$ cat src/rtl/seq_divider.sv
// Restoring shift/subtract divider: one quotient bit per clock, start/done handshake.
// Define SIGNED_DIV_EN to add the signed_op port and signed (truncate-toward-zero) division.
module seq_divider #(
  parameter int WIDTH = 16,
  parameter int CNT_W = $clog2(WIDTH + 1)
) (
  input  logic             clk,
  input  logic             rst_n,
  input  logic             start,
  input  logic [WIDTH-1:0] dividend,
  input  logic [WIDTH-1:0] divisor,
`ifdef SIGNED_DIV_EN
  input  logic             signed_op,
`endif
  output logic             busy,
  output logic             done,
  output logic [WIDTH-1:0] quotient,
  output logic [WIDTH-1:0] remainder,
  output logic             div_zero,
  output logic             ovfl
);

  typedef enum logic [1:0] {S_IDLE, S_CALC, S_DONE} state_t;

  state_t state_q, state_d;

  // The partial remainder is always below 2^(WIDTH-1) before a shift, so its MSB need not be stored.
  logic [WIDTH-2:0] prem_q, prem_d;
  logic [WIDTH-1:0] qreg_q, qreg_d;
  logic [WIDTH-1:0] dvsr_q, dvsr_d;
  logic [CNT_W-1:0] cnt_q, cnt_d;
  logic [WIDTH-1:0] quo_q, quo_d;
  logic [WIDTH-1:0] rem_q, rem_d;
  logic             dz_q, dz_d;
  logic             ov_q, ov_d;
  logic             neg_quo_q, neg_quo_d;
  logic             neg_rem_q, neg_rem_d;
  logic             ovp_q, ovp_d;

  logic             sop;
`ifdef SIGNED_DIV_EN
  assign sop = signed_op;
`else
  assign sop = 1'b0;
`endif

  logic             accept, last;
  logic [WIDTH-1:0] shifted, prem_nxt, qreg_nxt, dvd_mag, dvs_mag;
  logic [WIDTH:0]   trial;
  logic             step_bit, dvd_neg, dvs_neg;

  assign accept   = (state_q == S_IDLE) && start;
  assign last     = (state_q == S_CALC) && (cnt_q == CNT_W'(WIDTH - 1));
  assign shifted  = {prem_q, qreg_q[WIDTH-1]};
  assign trial    = {1'b0, shifted} - {1'b0, dvsr_q};
  assign step_bit = ~trial[WIDTH];
  assign prem_nxt = step_bit ? trial[WIDTH-1:0] : shifted;
  assign qreg_nxt = {qreg_q[WIDTH-2:0], step_bit};
  assign dvd_neg  = sop & dividend[WIDTH-1];
  assign dvs_neg  = sop & divisor[WIDTH-1];
  assign dvd_mag  = dvd_neg ? -dividend : dividend;
  assign dvs_mag  = dvs_neg ? -divisor : divisor;

  always_ff @(posedge clk or negedge rst_n) begin
    if (!rst_n) state_q <= S_IDLE;
    else        state_q <= state_d;
  end

  always_comb begin
    state_d = state_q;
    case (state_q)
      S_IDLE:  if (start) state_d = (divisor == '0) ? S_DONE : S_CALC;
      S_CALC:  if (last) state_d = S_DONE;
      S_DONE:  state_d = S_IDLE;
      default: state_d = S_IDLE;
    endcase
  end

  always_comb begin
    busy      = (state_q != S_IDLE);
    done      = (state_q == S_DONE);
    quotient  = quo_q;
    remainder = rem_q;
    div_zero  = dz_q;
    ovfl      = ov_q;
  end

  always_comb begin
    prem_d    = prem_q;
    qreg_d    = qreg_q;
    dvsr_d    = dvsr_q;
    cnt_d     = cnt_q;
    quo_d     = quo_q;
    rem_d     = rem_q;
    dz_d      = dz_q;
    ov_d      = ov_q;
    neg_quo_d = neg_quo_q;
    neg_rem_d = neg_rem_q;
    ovp_d     = ovp_q;
    if (accept) begin
      dz_d = 1'b0;
      ov_d = 1'b0;
      if (divisor == '0) begin
        dz_d  = 1'b1;
        quo_d = '1;
        rem_d = dividend;
      end else begin
        prem_d    = '0;
        qreg_d    = dvd_mag;
        dvsr_d    = dvs_mag;
        cnt_d     = '0;
        neg_quo_d = dvd_neg ^ dvs_neg;
        neg_rem_d = dvd_neg;
        ovp_d     = sop && (dividend == {1'b1, {(WIDTH-1){1'b0}}}) && (divisor == '1);
      end
    end else if (state_q == S_CALC) begin
      prem_d = prem_nxt[WIDTH-2:0];
      qreg_d = qreg_nxt;
      cnt_d  = cnt_q + CNT_W'(1);
      // Sign fix-up rides on the final step so signed latency matches unsigned.
      if (last) begin
        quo_d = neg_quo_q ? -qreg_nxt : qreg_nxt;
        rem_d = neg_rem_q ? -prem_nxt : prem_nxt;
        ov_d  = ovp_q;
      end
    end
  end

  always_ff @(posedge clk or negedge rst_n) begin
    if (!rst_n) begin
      prem_q    <= '0;
      qreg_q    <= '0;
      dvsr_q    <= '0;
      cnt_q     <= '0;
      quo_q     <= '0;
      rem_q     <= '0;
      dz_q      <= 1'b0;
      ov_q      <= 1'b0;
      neg_quo_q <= 1'b0;
      neg_rem_q <= 1'b0;
      ovp_q     <= 1'b0;
    end else begin
      prem_q    <= prem_d;
      qreg_q    <= qreg_d;
      dvsr_q    <= dvsr_d;
      cnt_q     <= cnt_d;
      quo_q     <= quo_d;
      rem_q     <= rem_d;
      dz_q      <= dz_d;
      ov_q      <= ov_d;
      neg_quo_q <= neg_quo_d;
      neg_rem_q <= neg_rem_d;
      ovp_q     <= ovp_d;
    end
  end

endmodule
$ cat config.mk
export PLATFORM = sky130hd
export DESIGN_NAME = seq_divider
export DESIGN_NICKNAME = d
export VERILOG_FILES = /design/src/rtl/seq_divider.sv
export SDC_FILE = /design/constraint.sdc
export NUM_CORES = 1
export LEC_CHECK = 0
export ABC_AREA = 1
export BUFFER_PORTS_ARGS = -buffer_cell sky130_fd_sc_hd__buf_2
export CAP_MARGIN = 20
export CORE_AREA = 2 2 100 102
export CTS_BUF_LIST = sky130_fd_sc_hd__clkbuf_8
export DETAILED_ROUTE_END_ITERATION = 10
export DIE_AREA = 0 0 102 104
export GPL_TIMING_DRIVEN = 0
export HOLD_SLACK_MARGIN = 0.06
export PLACE_DENSITY = 0.82
export SETUP_SLACK_MARGIN = 0.02
export SLEW_MARGIN = 20
export SYNTH_ARGS = -nofsm -noshare
export SYNTH_HDL_FRONTEND = slang
export SYNTH_SLANG_ARGS = --single-unit
$ cat constraint.sdc
create_clock -name clk -period 2.4 [get_ports clk]
set_clock_uncertainty 0.05 [all_clocks]
set_input_delay 0.12 -clock clk [delete_from_list [all_inputs] [get_ports clk]]
set_output_delay 0.12 -clock clk [all_outputs]
set_load 0.01 [all_outputs]
==> flow_metrics.tcl <==
set metrics [dict create \
    synth.top_cell.area_share 0.4278 \
    critPathMaxFanout 5 \
    cts_tree "yes" \
    viasPerCell 4.883 \
    critPathKind "reg2reg" \
    status "finished, final reports clean" \
    ios 71 \
    drtIter0Drc 313 \
    hp-class "in2reg" \
    die_width_um 102 \
    dpl.hpwl_um 9458 \
    max-cap-violations 0 \
    grt_max_degree 54 \
    ys_ff_latch 87 \
    power_density_nw_per_um2 1393 \
    netlist_instances 720 \
    ff2ff_path_depth 15 \
    grt_pass1_wl_um 20870 \
    rows 36 \
    cts.sinks 87 \
    clk_pin_slew_ns 0.10 \
    fin_hold_ws_ns 0.06873 \
    finalCritPeriodShare 0.9344 \
    antennaDiodeCount 0 \
    drive_above_1_share 0.1542 \
    layout_min_cycle_time_ns 2.243 \
    fill_cells 879 \
    cts.path.max_buffers 2 \
    reg2reg_slack_ns 0.16 \
    io_buffers 69 \
    syn_area_um2 5089 \
    r2r-end "prem_q[8]" \
    start_kind "flip-flop" \
    clock_latency_ns 0.37 \
    p_leak_nw 3.443 \
    route.detailed.drc 0 \
    syn2layout_area_growth_pct 19.23 \
    overflow 0 \
    yosysSeqAreaShare 0.4278 \
    num-nets-final 879 \
    syn_nets 774 \
    max_freq_mhz 445.9 \
    synth_area_leaders "dfrtp_1, nand2_1, inv_1, o21ai_0, ha_1" \
    coreArea_um2 9549 \
    antenna_found_initial 0 \
    crit_required_ns 2.66 \
    slew_viol_final 0 \
    critPathArrivalTime_ns 2.50 \
    wl_per_cell_um 12.95 \
    root_buffer "clkbuf_8" \
    num_vias 4702 \
    routabilityCongestion 0.9582 \
    holdPathEnd "qreg_q[0]" \
    die-area_um2 10610 \
    grt_pass1_vias 4508 \
    setup_violations 0 \
    min_from "dividend[0]" \
    wirelength_um 12470 \
    cts-htree-levels 3 \
    yosys.area.top_type "dfrtp_1" \
    slew_headroom 0.5486 \
    final_antenna_net_count 0 \
    rr_startpoint "qreg_q[15]" \
    tightest_slew_ns 0.6770 \
    dr.pass1.iters 5 \
    yosysWarnings 0 \
    seq_area_um2 2177 \
    grt.total_usage 0.2481 \
    fp.dieH_um 104 \
    tns_ns 0 \
    ir_worst_vdd_mv 1.010 \
    multi_input_area_um2 2298 \
    cts_buffers 9 \
    holdPathStages 5 \
    syn_avg_cell_area_um2 7.068 \
    hold_violations 0 \
    synth.distinct_cells 32 \
    start_util 0.5329 \
    end_kind "flip-flop" \
]
## synth_stat cells (all sizes together)
cell / instances
xnor2: 2
and2: 3
o22ai: 1
clkbuf: 9
dfrtp: 87
and3: 1
a21oi: 28
nand2: 255
fa: 1
xor2: 5
o21ai: 53
ha: 18
inv: 137
or2: 16
conb: 1
nor2: 52
buf: 12
nand3: 29
nor3: 1
nand4: 8
nand3b: 1
## sequential cells by signal (all words and copies together), names as in the netlist
name / count
prem_q: 15
cnt_q: 5
div_zero: 1
qreg_q: 16
remainder: 16
dvsr_q: 16
quotient: 16
state_q: 2
## cell families (layout without fill, tap and decap cells)
family                     count (synthesis)  after routing  share of synthesized area
AOI/OAI and AO/OA                         82             82                    0.08532
xor gates and xnor gates                   7              7                    0.01205
adders and majority gates                 19             19                    0.04819
buffers and inverters                    158            268                     0.1244
DFF                                       87             87                     0.4278
other                                      1              1                  0.0007369
and+or+nand+nor                          366            366                     0.3015
## timing repair
| item | 4_1_cts | 5_1_grt |
|---|---|---|
| pin swaps | 1 | 2 |
| hold buffers | 19 | 0 |
| setup buffers | 1 | 3 |
| resized for setup | 0 | 9 |
| cloned | 0 | 1 |
| endpoints found under the hold margin | 71 | 0 |
| setup endpoints to repair | 8 | 33 |
## layout make-up
type | instances | area share
Inverter | 137 | 0.08517
Multi-Input combinational cell | 475 | 0.3788
Sequential cell | 87 | 0.3588
Clock buffer | 9 | 0.02042
Clock inverter | 7 | 0.01196
Tap cell | 133 | 0.02743
Buffer | 21 | 0.01918
Timing Repair Buffer | 94 | 0.09816
## through the flow
step | total power, mW | worst slack [ns] | instances | utilization | cell area, um2
after floorplan | 5.951 | 0.3097 | 720 | - | 5089
after global placement | 7.108 | 0.05240 | 922 | 0.5865 | 5600
after detailed placement | 7.226 | 0.03668 | 923 | 0.5888 | 5623
after CTS | 8.320 | 0.01826 | 959 | 0.6301 | 6017
after global routing | 9.328 | -0.01035 | 963 | 0.6354 | 6067
final | 8.452 | 0.1573 | 963 | 0.6354 | 6067
## worst max path at each step
| stage | startpoint | cells past startpoint | end | slack [ns] |
|---|---|---|---|---|
| final | qreg_q[15] | 15 | prem_q[8] | 0.16 |
| after global routing | qreg_q[15] | 16 | remainder[13] | -0.01 |
| after CTS | qreg_q[15] | 16 | remainder[14] | 0.02 |
| after detailed placement | qreg_q[15] | 15 | prem_q[8] | 0.04 |
| after global placement | qreg_q[15] | 15 | remainder[8] | 0.05 |
| after floorplan | qreg_q[15] | 16 | remainder[10] | 0.31 |
## where the power goes
| part | switching, mW | total [mW] | internal, mW |
|---|---|---|---|
| clock | 0.617 | 1.03 | 0.411 |
| combinational | 3.22 | 5.05 | 1.83 |
| sequential | 0.325 | 2.37 | 2.05 |
| total | 4.16 | 8.45 | 4.29 |
## cells in the final DEF, fill, tap and decap left out, drive strengths merged, types with 16 or more instances in the layout
| master | count |
|---|---|
| ha | 18 |
| a21oi | 28 |
| buf | 87 |
| clkbuf | 18 |
| o21ai | 53 |
| nand2 | 255 |
| or2 | 16 |
| dlygate4sd3 | 19 |
| nor2 | 52 |
| inv | 142 |
| dfrtp | 87 |
| nand3 | 29 |
## routing by layer
metal	track usage	vias up	wire [um]
li1	-	2397	-
met1	0.3500	2166	5557
met2	0.3971	113	6037
met3	0.03293	26	612
met4	0.07619	0	260
met5	0	-	0
## worst max-delay path, stage by stage (launching register included)
cell	delay, ns
dfrtp_1	0.37
inv_1	0.07
ha_2	0.20
fa_2	0.39
inv_1	0.06
nand2_1	0.06
nand2_2	0.09
nand3_1	0.09
nand2_2	0.11
nand2_4	0.07
a21oi_4	0.17
buf_4	0.18
nand2_1	0.10
nand2_1	0.07
nand2_1	0.05
nand2_1	0.06
Note: power is estimated with default switching activity, not from simulation.
